==> src/rtl/path_replay_if.sv <==
// path_replay bus: replay command, move-list playback and path-point stream.
// The master side (list/controller) drives start, goal and moves; the slave
// side (path_replay) returns the read request, coordinates and status.
interface path_replay_if #(
  parameter int COORD_W = 4,
  parameter int STEP_W  = 9
);
  logic               start;
  logic [COORD_W-1:0] goal_x;
  logic [COORD_W-1:0] goal_y;
  logic [1:0]         dir_in;
  logic               dir_valid;
  logic               list_done;
  logic               rd_req;
  logic [COORD_W-1:0] x;
  logic [COORD_W-1:0] y;
  logic               pos_valid;
  logic [STEP_W-1:0]  step_count;
  logic               done;
  logic               err;

  modport master (
    output start, goal_x, goal_y, dir_in, dir_valid, list_done,
    input  rd_req, x, y, pos_valid, step_count, done, err
  );

  modport slave (
    input  start, goal_x, goal_y, dir_in, dir_valid, list_done,
    output rd_req, x, y, pos_valid, step_count, done, err
  );
endinterface

==> src/rtl/path_replay.sv <==
// path_replay: undoes the LIFO move list from the goal back to the origin,
// emitting one (x, y) point per move plus step count and done/err levels.
// Optional feature macro PATH_BOUNDS_CHECK_EN: when defined, a move leaving
// 0..MAZE_DIM-1 is rejected and aborts the replay; otherwise coordinates wrap.
module path_replay #(
  parameter int COORD_W   = 4,
  parameter int MAZE_DIM  = 16,
  parameter int MAX_STEPS = 256,
  parameter int STEP_W    = 9
) (
  input  logic          CLK,
  input  logic          RST,
  path_replay_if.slave  bus
);

  typedef enum logic [1:0] {IDLE, PLAY, DONE, ERR} state_t;

  typedef struct packed {
    logic [COORD_W-1:0] x;
    logic [COORD_W-1:0] y;
  } coord_t;

  localparam logic [STEP_W-1:0] STEP_LIMIT = STEP_W'(MAX_STEPS);

  if (MAZE_DIM > (1 << COORD_W)) begin : g_dim_chk
    $error("MAZE_DIM does not fit in COORD_W bits");
  end
  if ((1 << STEP_W) <= MAX_STEPS) begin : g_step_chk
    $error("STEP_W too narrow for MAX_STEPS");
  end

  // Inverse of a recorded move; arithmetic wraps at COORD_W bits.
  function automatic coord_t undo_move(input logic [1:0] dir, input coord_t c);
    coord_t r;
    r = c;
    case (dir)
      2'b00:   r.y = c.y + 1'b1;
      2'b01:   r.x = c.x - 1'b1;
      2'b10:   r.x = c.x + 1'b1;
      default: r.y = c.y - 1'b1;
    endcase
    return r;
  endfunction

`ifdef PATH_BOUNDS_CHECK_EN
  // True when undoing the move would leave the 0..MAZE_DIM-1 grid.
  function automatic logic leaves_grid(input logic [1:0] dir, input coord_t c);
    logic [COORD_W-1:0] max_c;
    logic               oob;
    max_c = COORD_W'(MAZE_DIM - 1);
    case (dir)
      2'b00:   oob = (c.y >= max_c);
      2'b01:   oob = (c.x == '0);
      2'b10:   oob = (c.x >= max_c);
      default: oob = (c.y == '0);
    endcase
    return oob;
  endfunction
`endif

  state_t             state, state_nxt;
  coord_t             pos_r, pos_nxt, moved;
  logic [STEP_W-1:0]  step_r, step_nxt;
  logic               rd_req_r, rd_req_nxt;
  logic               pv_r, pv_nxt;
  logic               done_r, done_nxt;
  logic               err_r, err_nxt;
  logic               bound_err;

  assign moved = undo_move(bus.dir_in, pos_r);

`ifdef PATH_BOUNDS_CHECK_EN
  assign bound_err = leaves_grid(bus.dir_in, pos_r);
`else
  assign bound_err = 1'b0;
`endif

  // Next-state and next-output decode; every target defaults to hold/idle.
  always_comb begin
    state_nxt  = state;
    pos_nxt    = pos_r;
    step_nxt   = step_r;
    rd_req_nxt = 1'b0;
    pv_nxt     = 1'b0;
    done_nxt   = done_r;
    err_nxt    = err_r;
    case (state)
      IDLE, DONE, ERR: begin
        if (bus.start) begin
          pos_nxt    = '{x: bus.goal_x, y: bus.goal_y};
          step_nxt   = '0;
          done_nxt   = 1'b0;
          err_nxt    = 1'b0;
          rd_req_nxt = 1'b1;
          pv_nxt     = 1'b1;
          state_nxt  = PLAY;
        end
      end
      PLAY: begin
        if (bus.dir_valid && ((step_r == STEP_LIMIT) || bound_err)) begin
          // Rejected move: coordinate and count freeze, abort wins over list_done.
          err_nxt   = 1'b1;
          state_nxt = ERR;
        end else begin
          if (bus.dir_valid) begin
            pos_nxt  = moved;
            step_nxt = step_r + 1'b1;
            pv_nxt   = 1'b1;
          end
          if (bus.list_done) begin
            done_nxt  = 1'b1;
            state_nxt = DONE;
          end
        end
      end
      default: state_nxt = IDLE;
    endcase
  end

  // FSM state register.
  always_ff @(posedge CLK or posedge RST) begin
    if (RST) state <= IDLE;
    else     state <= state_nxt;
  end

  // Registered outputs; all cleared asynchronously on reset.
  always_ff @(posedge CLK or posedge RST) begin
    if (RST) begin
      pos_r    <= '0;
      step_r   <= '0;
      rd_req_r <= 1'b0;
      pv_r     <= 1'b0;
      done_r   <= 1'b0;
      err_r    <= 1'b0;
    end else begin
      pos_r    <= pos_nxt;
      step_r   <= step_nxt;
      rd_req_r <= rd_req_nxt;
      pv_r     <= pv_nxt;
      done_r   <= done_nxt;
      err_r    <= err_nxt;
    end
  end

  assign bus.rd_req     = rd_req_r;
  assign bus.x          = pos_r.x;
  assign bus.y          = pos_r.y;
  assign bus.pos_valid  = pv_r;
  assign bus.step_count = step_r;
  assign bus.done       = done_r;
  assign bus.err        = err_r;

endmodule

==> src/flat_wrapper.sv <==
// flat-port wrapper written by rule: the top's interface ports become plain ports
module path_replay_flat 
#(
  parameter int COORD_W   = 4,
  parameter int MAZE_DIM  = 16,
  parameter int MAX_STEPS = 256,
  parameter int STEP_W    = 9
)
  (CLK, RST, bus_start, bus_goal_x, bus_goal_y, bus_dir_in, bus_dir_valid, bus_list_done, bus_rd_req, bus_x, bus_y, bus_pos_valid, bus_step_count, bus_done, bus_err);
  path_replay_if #(.COORD_W(COORD_W), .STEP_W(STEP_W)) bus_i ();
  input  logic CLK;
  input  logic RST;
  input wire logic [$bits(bus_i.start)-1:0] bus_start;
  input wire logic [$bits(bus_i.goal_x)-1:0] bus_goal_x;
  input wire logic [$bits(bus_i.goal_y)-1:0] bus_goal_y;
  input wire logic [$bits(bus_i.dir_in)-1:0] bus_dir_in;
  input wire logic [$bits(bus_i.dir_valid)-1:0] bus_dir_valid;
  input wire logic [$bits(bus_i.list_done)-1:0] bus_list_done;
  output wire logic [$bits(bus_i.rd_req)-1:0] bus_rd_req;
  output wire logic [$bits(bus_i.x)-1:0] bus_x;
  output wire logic [$bits(bus_i.y)-1:0] bus_y;
  output wire logic [$bits(bus_i.pos_valid)-1:0] bus_pos_valid;
  output wire logic [$bits(bus_i.step_count)-1:0] bus_step_count;
  output wire logic [$bits(bus_i.done)-1:0] bus_done;
  output wire logic [$bits(bus_i.err)-1:0] bus_err;
  assign bus_i.start = bus_start;
  assign bus_i.goal_x = bus_goal_x;
  assign bus_i.goal_y = bus_goal_y;
  assign bus_i.dir_in = bus_dir_in;
  assign bus_i.dir_valid = bus_dir_valid;
  assign bus_i.list_done = bus_list_done;
  assign bus_rd_req = bus_i.rd_req;
  assign bus_x = bus_i.x;
  assign bus_y = bus_i.y;
  assign bus_pos_valid = bus_i.pos_valid;
  assign bus_step_count = bus_i.step_count;
  assign bus_done = bus_i.done;
  assign bus_err = bus_i.err;
  path_replay #(.COORD_W(COORD_W), .MAZE_DIM(MAZE_DIM), .MAX_STEPS(MAX_STEPS), .STEP_W(STEP_W)) u_core (.CLK(CLK), .RST(RST), .bus(bus_i));
endmodule
==> config.mk <==
export PLATFORM = sky130hd
export DESIGN_NAME = path_replay_flat
export DESIGN_NICKNAME = d
export VERILOG_FILES = /design/src/rtl/path_replay_if.sv /design/src/rtl/path_replay.sv /design/src/flat_wrapper.sv
export SDC_FILE = /design/constraint.sdc
export NUM_CORES = 1
export LEC_CHECK = 0
export ABC_AREA = 1
export CORE_UTILIZATION = 50
export DETAILED_ROUTE_END_ITERATION = 7
export GPL_TIMING_DRIVEN = 0
export PLACE_DENSITY = 0.8
export SYNTH_ARGS = -nofsm -noshare
export SYNTH_HDL_FRONTEND = slang
export SYNTH_SLANG_ARGS = --single-unit
==> constraint.sdc <==
create_clock -name CLK -period 3.85 [get_ports CLK]
set_clock_uncertainty 0.15 [all_clocks]
set_input_delay 1.155 -clock CLK [delete_from_list [all_inputs] [get_ports CLK]]
set_output_delay 1.155 -clock CLK [all_outputs]
set_load 0.01 [all_outputs]
==> run metrics <==
status finished, final reports clean; via density per instance 4.85; Routed Antenna Nets 0; pwr dens 607 mW/mm²; residual DRC count 0; area leader, netlist dfrtp_1; Netlist cell types 27; first-pass GRT wire length 5610 µm; Synth Area in Adders 0.0959; Clk Tree Root Cell clkbuf_4; combinational family with the most area after synthesis simple AND/OR/NAND/NOR gates; layout cells sized above 1 0.146; hold_sp u_core.bus.err; final wirelength 3180 µm; xor and xnor area share after synthesis 0.0220; slowest cell delay on critical path 490 ps; crit-path most repeated cell nand2_1; Worst Max-Slew Pin Slew 886 ps; RePlAce Congestion 0.798; Initial Util 0.526; H-tree Lvls 1; Ports 36; Clk pwr share 0.092; CTS max path bufs 2; Final Cycle Share 0.735; Peak VDD IR 0.380 mV; Hold Path Class register to register; Filler cells 262; Switch Pwr 546 µW; switching share of total power 0.445; endpoints failing setup 0; Inst Count DP 279; number of buffers created by CTS 3; R2R setup slack 2120 ps; critical-path maximum fanout 4; post-synthesis register bit count 23; reg2reg start u_core.bus.step_count[0]; NumNets Final 266; Hold Path Stages 2; internal power 682 µW; core footprint 0.00303 mm²; Max-Cap Viols 0; num rows 20; PostCTS Resize Cnt 0; crit-path cells clkdlybuf4s50_1 -> inv_1 -> ha_1 -> inv_1 -> ha_1 -> a21oi_1 -> nand3_1 -> nand3_1 -> nand2_1 -> nand2_1 -> nand2_1; CP arrival 2900 ps; unrepaired setup endpoints after global routing false; Layout Cells excl Fill 283; max-slew violations 0; CP Capture Type register; number of synthesized flops with an enable pin 0; GRT overflow 0; Compound-Gate Fraction of Synth Area 0.0865; Synth-to-Final Area Change 27.1%; top routing layer in use met4; WL/cell 11.2 µm; Hold-fix buffers, CTS 0; Post-Syn Area 0.00159 mm²; area of the multi-input gates 871 µm²; Final Power 1230 µW; post-synthesis cell count 200; total track usage 0.215; Comb power frac 0.588; largest net degree at the start of global routing 24; relative slew slack 0.409; dpl hpwl 2480 µm; count leader, synth nand2_1; CP required 3920 ps; Leakage Power 0.00101 µW; CTS tree yes; sequential cell fraction of total power 0.320; Yosys top cell area share 0.362; die area 0.00341 mm²; sequential share of the synthesized area 0.362; Final min period 2830 ps; port bufs 35; DR WL met2 1480 µm; list of most frequent post-synthesis cells 64 x nand2_1, 23 x dfrtp_1, 23 x inv_1, 15 x nand3_1, 9 x ha_1; Syn. warnings 0; Starting DRT DRC Count 40; Post-Synth Simple-Gate Area 0.324; antenna violations before repair 0; Setup TNS Final 0 ps; worst reg2reg path endpoint u_core.bus.step_count[2]; launching element type of the critical path primary input; met3 wire length 110 µm; Antenna Cells 0; register area 576 µm²; Setup Buffers After CTS 0; met1 WL 1540 µm; Synth Area per Inst 7.96 µm²; fin util 0.668; hold endpoint u_core.bus.err; overall via count from detail_route 1373; clock transition at the registers of the reported paths 120 ps; Clk Latency, worst-skew pair 320 ps; Die W 58.4 µm; clock sink count 23; vias in the first global route 1338; crit path kind primary input to register; ranking of synthesized cells by area dfrtp_1 36%, nand2_1 15%, ha_1 7.1%, inv_1 5.4%, nand3_1 4.7%; worst r2r path cells 10; Post-synth ARST share 1.00; post-synthesis mux area share 0.0189; final hold slack 335 ps; Slowest-stage cell, CP clkdlybuf4s50_1; Die Y 58.4 µm; Syn Nets 226; Max Clk Rate 0.353 GHz; iteration count of the initial detailed-routing pass 4; final hold violation count 0; prevailing post-synth register cell dfrtp_1
-- kinds of logic (layout without fill, tap and decap cells) --
kind of cell	count (synthesis)	after routing
AOI/OAI and AO/OA	21	21
xor gates and xnor gates	4	4
adders and majority gates	11	11
buffers and inverters	34	73
DFF	23	23
muxes	3	3
and+or+nand+nor	104	104
-- metrics by stage --
| step | worst slack (ps) | instance area, µm² |
|---|---|---|
| floorplan | 1340 | 1590 |
| global placement | 731 | 2000 |
| detailed placement | 682 | 2000 |
| CTS | 1030 | 2020 |
| global route | 859 | 2020 |
| finish | 1020 | 2020 |
-- routing by layer --
metal	global-route usage	vias to the layer above
li1	-	711
met1	0.269	626
met2	0.363	30
met3	0.0440	6
met4	0.0884	0
met5	0	-
-- layout make-up --
class                           instances  share of cell area
Buffer                                  2             0.00989
Clock buffer                            4              0.0130
Inverter                               32              0.0618
Multi-Input combinational cell        143               0.430
Sequential cell                        23               0.284
Tap cell                               44              0.0272
Timing Repair Buffer                   35               0.173
-- placed cells by master, fill, tap and decap left out, types with 6 or more instances in the layout --
| cell | synthesis | layout |
|---|---|---|
| ha_1 | 9 | 9 |
| inv_1 | 23 | 23 |
| o21ai_0 | 8 | 8 |
| nand3_1 | 15 | 15 |
| nor2_1 | 7 | 7 |
| dfrtp_1 | 23 | 23 |
| inv_2 | 7 | 7 |
| nand2_1 | 64 | 64 |
| o21ai_2 | 6 | 6 |
| clkdlybuf4s50_1 | 0 | 35 |
-- power groups by stage --
| stage | sequential [µW] | clock, µW | combinational [µW] |
|---|---|---|---|
| floorplan | 420 | 0 | 454 |
| global placement | 399 | 0 | 701 |
| detailed placement | 401 | 0 | 725 |
| CTS | 396 | 118 | 728 |
| global route | 406 | 128 | 812 |
| finish | 393 | 114 | 722 |
-- flip-flops by register name, summed over array words and instances, names as in the netlist --
name	cells
u_core.bus.y	4
u_core.bus.x	4
u_core.state	2
u_core.bus.step_count	9
u_core.bus.done	1
u_core.bus.err	1
u_core.bus.rd_req	1
u_core.bus.pos_valid	1
-- worst max-delay path by stage --
stage | start | to | cells after the start
after floorplan | bus_dir_in[0] | u_core.bus.x[3] | 10
after global placement | bus_dir_in[0] | u_core.bus.x[3] | 11
after detailed placement | bus_dir_in[0] | u_core.bus.y[3] | 11
after CTS | bus_dir_in[0] | u_core.bus.x[3] | 11
after global routing | bus_dir_in[0] | u_core.bus.y[3] | 11
final | bus_dir_in[0] | u_core.bus.x[3] | 11
-- worst max-delay path, delay by kind of cell --
kind,cells,cell delay (ps)
adder cells (fa/ha/maj),2,510
buffers and inverters,3,700
AO/OA/AOI/OAI,1,200
AND/OR/NAND/NOR,5,330
Note: power is estimated with default switching activity, not from simulation.
